### config.mk
export PLATFORM = sky130hd
export DESIGN_NAME = rgb_pwm_engine
export DESIGN_NICKNAME = d
export VERILOG_FILES = /design/src/rtl/rgb_pwm_engine.sv
export SDC_FILE = /design/constraint.sdc
export NUM_CORES = 1
export LEC_CHECK = 0
export ABC_CLOCK_PERIOD_IN_PS = 3050
export CAP_MARGIN = 5
export CORE_ASPECT_RATIO = 1.1
export CORE_MARGIN = 2
export CORE_UTILIZATION = 58
export DETAILED_ROUTE_END_ITERATION = 6
export DONT_BUFFER_PORTS = 1
export PLACE_DENSITY = 0.79
export SLEW_MARGIN = 20
export SYNTH_ARGS = -nofsm -noshare
export SYNTH_HDL_FRONTEND = slang
export SYNTH_SLANG_ARGS = --single-unit
### constraint.sdc
create_clock -name GCLK -period 3.05 [get_ports GCLK]
set_input_delay 0.305 -clock GCLK [delete_from_list [all_inputs] [get_ports GCLK]]
set_output_delay 0.305 -clock GCLK [all_outputs]
set_load 0.05 [all_outputs]
### src/rtl/rgb_pwm_engine.sv
// Alarm-driven multi-LED RGB PWM engine: off, colour-wheel fade (ACTIVE) and red blink (WAKE).
// Define RGB_PHASE_STAGGER_EN to offset each LED's fade phase, giving a rotating rainbow.
module rgb_pwm_engine #(
   parameter int         NUM_LEDS          = 2,
   parameter int         PWM_BITS          = 8,
   parameter int         MAX_BRIGHTNESS    = 4,
   parameter int         BLINK_LEVEL       = (2 ** PWM_BITS) - 1,
   parameter int         FADE_STEP_CYCLES  = 1_000_000,
   parameter int         BLINK_HALF_CYCLES = 50_000_000,
   parameter logic [3:0] ALARM_IDLE_MODE   = 4'b1000,
   parameter logic [3:0] ALARM_ACTIVE_MODE = 4'b1001,
   parameter logic [3:0] ALARM_WAKE_MODE   = 4'b1010
) (
   input  logic                  GCLK,
   input  logic                  RST_N,
   input  logic [3:0]            alarm_state_in,
   output logic [3*NUM_LEDS-1:0] RGB_LED_O
);
   localparam int SEG     = 2 ** (PWM_BITS - 1);
   localparam int PH_W    = PWM_BITS + 1;
   localparam int STEP_W  = (FADE_STEP_CYCLES > 1) ? $clog2(FADE_STEP_CYCLES) : 1;
   localparam int BLINK_W = (BLINK_HALF_CYCLES > 1) ? $clog2(BLINK_HALF_CYCLES) : 1;
`ifdef RGB_PHASE_STAGGER_EN
   localparam int STAGGER = (3 * SEG) / NUM_LEDS;
`else
   localparam int STAGGER = 0;
`endif
   localparam logic [PH_W-1:0]     PHASE_LAST = PH_W'(3 * SEG - 1);
   localparam logic [STEP_W-1:0]   STEP_LAST  = STEP_W'(FADE_STEP_CYCLES - 1);
   localparam logic [BLINK_W-1:0]  BLINK_LAST = BLINK_W'(BLINK_HALF_CYCLES - 1);
   localparam logic [PWM_BITS-1:0] ZERO       = {PWM_BITS{1'b0}};
   localparam logic [PWM_BITS-1:0] BLINK_LV   = PWM_BITS'(BLINK_LEVEL);
   localparam logic [PWM_BITS-1:0] MAX_B      = (MAX_BRIGHTNESS >= (2 ** PWM_BITS) - 1) ?
                                                {PWM_BITS{1'b1}} : PWM_BITS'(MAX_BRIGHTNESS);

   logic [3:0]            mode_q, mode_d;
   logic [PWM_BITS-1:0]   win_q, win_d;
   logic [STEP_W-1:0]     step_q, step_d;
   logic [PH_W-1:0]       phase_q, phase_d;
   logic [BLINK_W-1:0]    blink_cnt_q, blink_cnt_d;
   logic                  blink_on_q, blink_on_d;
   logic [3*NUM_LEDS-1:0] rgb_q, rgb_d;
   logic                  enter_active_s, enter_wake_s;

   function automatic logic [PWM_BITS-1:0] clamp_term(input logic [PWM_BITS-1:0] t);
      clamp_term = (t > MAX_B) ? MAX_B : t;
   endfunction

   // Within a segment, dec is just the bitwise complement of inc.
   function automatic logic [3*PWM_BITS-1:0] fade_rgb(input logic [PH_W-1:0] p);
      logic [PWM_BITS-1:0] inc;
      logic [PWM_BITS-1:0] dec;
      inc = {1'b0, p[PWM_BITS-2:0]};
      dec = {1'b0, ~p[PWM_BITS-2:0]};
      case (p[PH_W-1:PWM_BITS-1])
         2'd0:    fade_rgb = {clamp_term(inc), clamp_term(dec), ZERO};
         2'd1:    fade_rgb = {clamp_term(dec), ZERO, clamp_term(inc)};
         2'd2:    fade_rgb = {ZERO, clamp_term(inc), clamp_term(dec)};
         default: fade_rgb = {3{ZERO}};
      endcase
   endfunction

   function automatic logic [PH_W-1:0] led_phase(input logic [PH_W-1:0] p, input int k);
      logic [PH_W:0] sum;
      sum = {1'b0, p} + (PH_W+1)'(k * STAGGER);
      if (sum > {1'b0, PHASE_LAST}) begin
         sum = sum - (PH_W+1)'(3 * SEG);
      end else begin
         sum = sum;
      end
      led_phase = sum[PH_W-1:0];
   endfunction

   // Next state of the mode register, PWM window and the fade/blink timebases.
   always_comb begin
      mode_d         = alarm_state_in;
      win_d          = win_q + PWM_BITS'(1);
      enter_active_s = (alarm_state_in == ALARM_ACTIVE_MODE) && (mode_q != ALARM_ACTIVE_MODE);
      enter_wake_s   = (alarm_state_in == ALARM_WAKE_MODE) && (mode_q != ALARM_WAKE_MODE);

      if (enter_active_s) begin
         step_d  = {STEP_W{1'b0}};
         phase_d = {PH_W{1'b0}};
      end else if (mode_q == ALARM_ACTIVE_MODE) begin
         if (step_q == STEP_LAST) begin
            step_d  = {STEP_W{1'b0}};
            phase_d = (phase_q == PHASE_LAST) ? {PH_W{1'b0}} : phase_q + PH_W'(1);
         end else begin
            step_d  = step_q + STEP_W'(1);
            phase_d = phase_q;
         end
      end else begin
         step_d  = step_q;
         phase_d = phase_q;
      end

      if (enter_wake_s) begin
         blink_cnt_d = {BLINK_W{1'b0}};
         blink_on_d  = 1'b1;
      end else if (mode_q == ALARM_WAKE_MODE) begin
         if (blink_cnt_q == BLINK_LAST) begin
            blink_cnt_d = {BLINK_W{1'b0}};
            blink_on_d  = ~blink_on_q;
         end else begin
            blink_cnt_d = blink_cnt_q + BLINK_W'(1);
            blink_on_d  = blink_on_q;
         end
      end else begin
         blink_cnt_d = blink_cnt_q;
         blink_on_d  = blink_on_q;
      end
   end

   // Per-LED channel values compared against the shared PWM window.
   always_comb begin
      logic [3*PWM_BITS-1:0] chan;
      chan  = {3{ZERO}};
      rgb_d = {(3*NUM_LEDS){1'b0}};
      for (int k = 0; k < NUM_LEDS; k++) begin
         if (mode_q == ALARM_ACTIVE_MODE) begin
            chan = fade_rgb(led_phase(phase_q, k));
         end else if (mode_q == ALARM_WAKE_MODE) begin
            chan = {(blink_on_q ? BLINK_LV : ZERO), ZERO, ZERO};
         end else begin
            chan = {3{ZERO}};
         end
         rgb_d[3*k+2] = chan[3*PWM_BITS-1 -: PWM_BITS] > win_q;
         rgb_d[3*k+1] = chan[2*PWM_BITS-1 -: PWM_BITS] > win_q;
         rgb_d[3*k]   = chan[PWM_BITS-1 -: PWM_BITS] > win_q;
      end
   end

   // State and output registers; reset darkens the pins without needing a clock.
   always_ff @(posedge GCLK or negedge RST_N) begin
      if (!RST_N) begin
         mode_q      <= ALARM_IDLE_MODE;
         win_q       <= {PWM_BITS{1'b0}};
         step_q      <= {STEP_W{1'b0}};
         phase_q     <= {PH_W{1'b0}};
         blink_cnt_q <= {BLINK_W{1'b0}};
         blink_on_q  <= 1'b0;
         rgb_q       <= {(3*NUM_LEDS){1'b0}};
      end else begin
         mode_q      <= mode_d;
         win_q       <= win_d;
         step_q      <= step_d;
         phase_q     <= phase_d;
         blink_cnt_q <= blink_cnt_d;
         blink_on_q  <= blink_on_d;
         rgb_q       <= rgb_d;
      end
   end

   assign RGB_LED_O = rgb_q;

endmodule
==> summary.md <==
| Metric | Value |
|---|---|
| # diodes | `0` |
| Startpoint types | `flip-flop` |
| Synth top area cells | `dfrtp_1 38%, ha_1 8.0%, a31oi_1 4.4%, nand2_1 4.1%, nand3_1 3.4%` |
| Vias in the first global route | `about 3700` |
| Mapped cell area | `4550 um2` |
| Initial DRC Count | `about 210` |
| Fmax | `about 350 MHz` |
| Clk root buf | `clkbuf_8` |
| Total track usage | `0.241` |
| Largest net degree at the start of global routing | `72` |
| TritonCTS buffer count | `9` |
| Synthesized area per cell | `roughly 8.9 um2` |
| Worst setup margin | `0.171 ns` |
| Top_reg_cell synth | `dfrtp_1` |
| Pwr Total | `between 2 and 3 mW` |
| Worst slew pin tran | `about 0.92 ns` |
| Ys async rst share | `1.00` |
| Commonest non-fill, non-tap cells in the layout | `69 x dfrtp_1, 50 x nand2_1, 32 x a31oi_1, 29 x nand3_1, 29 x ha_1` |
| H-tree depth | `3` |
| Synth area leader | `dfrtp_1` |
| Global route overflow | `0` |
| Minimum clock period | `~2.9 ns` |
| Die Y-Extent | `around 97 um` |
| Synth top area share | `0.385` |
| Vias/cell | `approximately 6.2` |
| Io pins | `12` |
| TritonCTS clock tree | `done` |
| Die Area | `between 8000 and 9000 um2` |
| Worst path slowest cell | `dfrtp_1` |
| Chip width | `88.5 um` |
| Sequential share of power | `0.532` |
| Psw | `approximately 810 uW` |
| Commonest non-fill, non-tap cell in the layout | `dfrtp_1` |
| Synthesized netlist cell count | `about 510` |
| Layout Nets | `around 560` |
| Core area | `7560 um2` |
| CP Data Required Time | `3.28 ns` |
| First-pass GRT wire length | `around 17000 um` |
| Crit end category | `flip-flop` |
| Crit path arrival time | `~3.1 ns` |
| Share of layout cells above drive strength 1 | `0.0759` |
| Clock latency on the worst-skew pair | `0.35 ns` |
| DRT antenna net count | `0` |
| Ys Warns | `0` |
| Post-DR wirelength/cell | `~15 um` |
| Status | `completed` |
| Combinational fraction of design power | `0.166` |
| RD Place Congestion | `0.889` |
| Worst path cell trace | `ha_1 > a41o_1 > or4_1 > nand3_2 > mux2i_1 > o21ai_1 > ha_1 > nor2b_1 > o21a_1 > o21a_1 > o21ai_0 > a21oi_1` |
| TNS Setup | `0 ns` |
| Final setup violation count | `0` |
| DP Worst Slack | `~0.11 ns` |
| RSZ-0062 raised after global routing | `no` |
| P per Cell Area | `between 500 and 600 nW/um2` |
| Vias | `3931` |
| Area grow syn2layout | `9.70%` |
| Clock network power share | `0.303` |
| Rows | `33` |
| Sw Ratio | `0.325` |
| Post-synth cell types | `61` |
| First-pass DRT Iterations | `5` |
| Maxcap violations | `0` |
| Sequential-to-total area share from yosys stat | `0.390` |
| CTS Sinks | `between 70 and 80` |
| Initial core utilization | `0.603` |
| Hold WC Path Type | `primary input to flip-flop` |
| CTS Buffer Depth | `2` |
| EDFF count, synth | `0` |
| Final worst-path cycle share | `0.944` |
| Port Buf Inserts | `0` |
| Slowest stage delay, CP | `between 0.4 and 0.5 ns` |
| Pins Over Slew Limit | `0` |
| Drt total wl | `~10000 um` |
| Placed wire-length estimate | `roughly 6800 um` |
| Remaining DRCs | `0` |
| Pleak | `between 2 and 2.5 nW` |
| Hold Vio Cnt, Final | `0` |
| Initial antenna violation count | `0` |
| Worst setup path class | `flip-flop to flip-flop` |
| Worst-path clk slew | `around 0.070 ns` |
| Seq cells post-synth | `71` |
| Slew headroom | `0.388` |
| Crit Path Max Fanout | `9` |
| P_int | `1.69 mW` |
| Fin Clk Skew | `a little under 0.007 ns` |
| Maximum vdd drop | `approximately 410 uV` |
-- cells in the mapped netlist, drive strengths merged (7+ instances only) --
| cell | number |
|---|---|
| o21ai | 31 |
| nand4 | 15 |
| clkbuf | 17 |
| a21oi | 28 |
| nand2 | 50 |
| xnor2 | 7 |
| dfrtp | 70 |
| nand2b | 9 |
| a31oi | 32 |
| or4 | 10 |
| nor2 | 20 |
| nor3 | 11 |
| o31ai | 8 |
| inv | 28 |
| o21a | 9 |
| buf | 7 |
| nor4 | 8 |
| nand3 | 31 |
| mux2i | 7 |
| ha | 29 |
| and3 | 9 |
-- critical path: cells and delay by family, from the launching register on --
| family | cells | cell delay (ns) |
|---|---|---|
| DFF | 1 | 0.43 |
| adders and majority gates | 2 | 0.52 |
| muxes | 1 | 0.24 |
| and+or+nand+nor | 3 | 0.74 |
| AOI/OAI and AO/OA | 6 | 0.82 |
-- metrics by stage --
stage | hold slack [ns] | cell area [um2] | util | instances
5_1_grt | 0.469 | 5000 | 0.661 | 632
4_1_cts | 0.423 | 4980 | 0.659 | 632
2_1_floorplan | 0.00941 | 4580 | - | 519
3_5_place_dp | 0.0110 | 4700 | 0.622 | 610
3_3_place_gp | 0.0115 | 4700 | 0.622 | 610
6_report | 0.455 | 5000 | 0.661 | 632
-- timing repair --
item / CTS / global route
hold endpoints to repair: 75 / 0
setup buffers: 0 / 0
hold buffers: 6 / 0
setup endpoints to repair: 0 / 3
gates resized for setup: 0 / 3
-- path summary, 6_finish.rpt --
kind,depth (start not counted),slack (ns),start,end
setup / recovery,12,0.17,phase_q[1],RGB_LED_O[2]
hold / removal,4,0.45,alarm_state_in[0],phase_q[6]
setup reg to reg,12,0.17,phase_q[1],RGB_LED_O[2]
hold reg to reg,1,0.47,blink_cnt_q[25],blink_cnt_q[25]
max in group asynchronous,2,2.20,RST_N,mode_q[3]
min in group asynchronous,2,0.50,RST_N,step_q[18]
-- area by class of cell --
| type | count | area (um2) |
|---|---|---|
| Fill cell | 615 | 2560 |
| Clock buffer | 10 | 138 |
| Sequential cell | 71 | 1780 |
| Inverter | 28 | 105 |
| Timing Repair Buffer | 16 | 165 |
| Multi-Input combinational cell | 396 | 2620 |
| Clock inverter | 6 | 60.1 |
| Tap cell | 105 | 131 |
-- cell families after synthesis --
kind of cell	after synthesis	synth area share
AO/OA/AOI/OAI	147	0.209
XOR/XNOR	8	0.0154
adder cells (fa/ha/maj)	29	0.0797
buffers and inverters	52	0.0475
flip-flops	71	0.390
multiplexers	8	0.0179
other	1	0.000823
AND/OR/NAND/NOR	196	0.240
-- registers in the layout, summed over array words and instances (netlist names) --
signal,cells
RGB_LED_O,3
step_q,20
blink_on_q,1
blink_cnt_q,26
mode_q,4
phase_q,9
win_q,8
-- routing by layer --
layer | part of all wire | vias to the layer above | global-route usage | wire length [um]
met4 | 0.0097 | 0 | 0.0676 | 95
met5 | 0 | - | 0 | 0
met3 | 0.042 | 11 | 0.0529 | 414
met1 | 0.46 | 1905 | 0.328 | 4500
li1 | - | 1935 | - | -
met2 | 0.49 | 80 | 0.384 | 4760
-- power by group through the flow --
stage	registers [mW]	logic, mW	clock network, mW
2_1_floorplan	1.26	0.348	0
3_3_place_gp	1.33	0.362	0
3_5_place_dp	1.34	0.382	0
4_1_cts	1.32	0.413	0.770
5_1_grt	1.36	0.477	0.819
6_report	1.33	0.415	0.758
(Power assumes the default switching activity.)
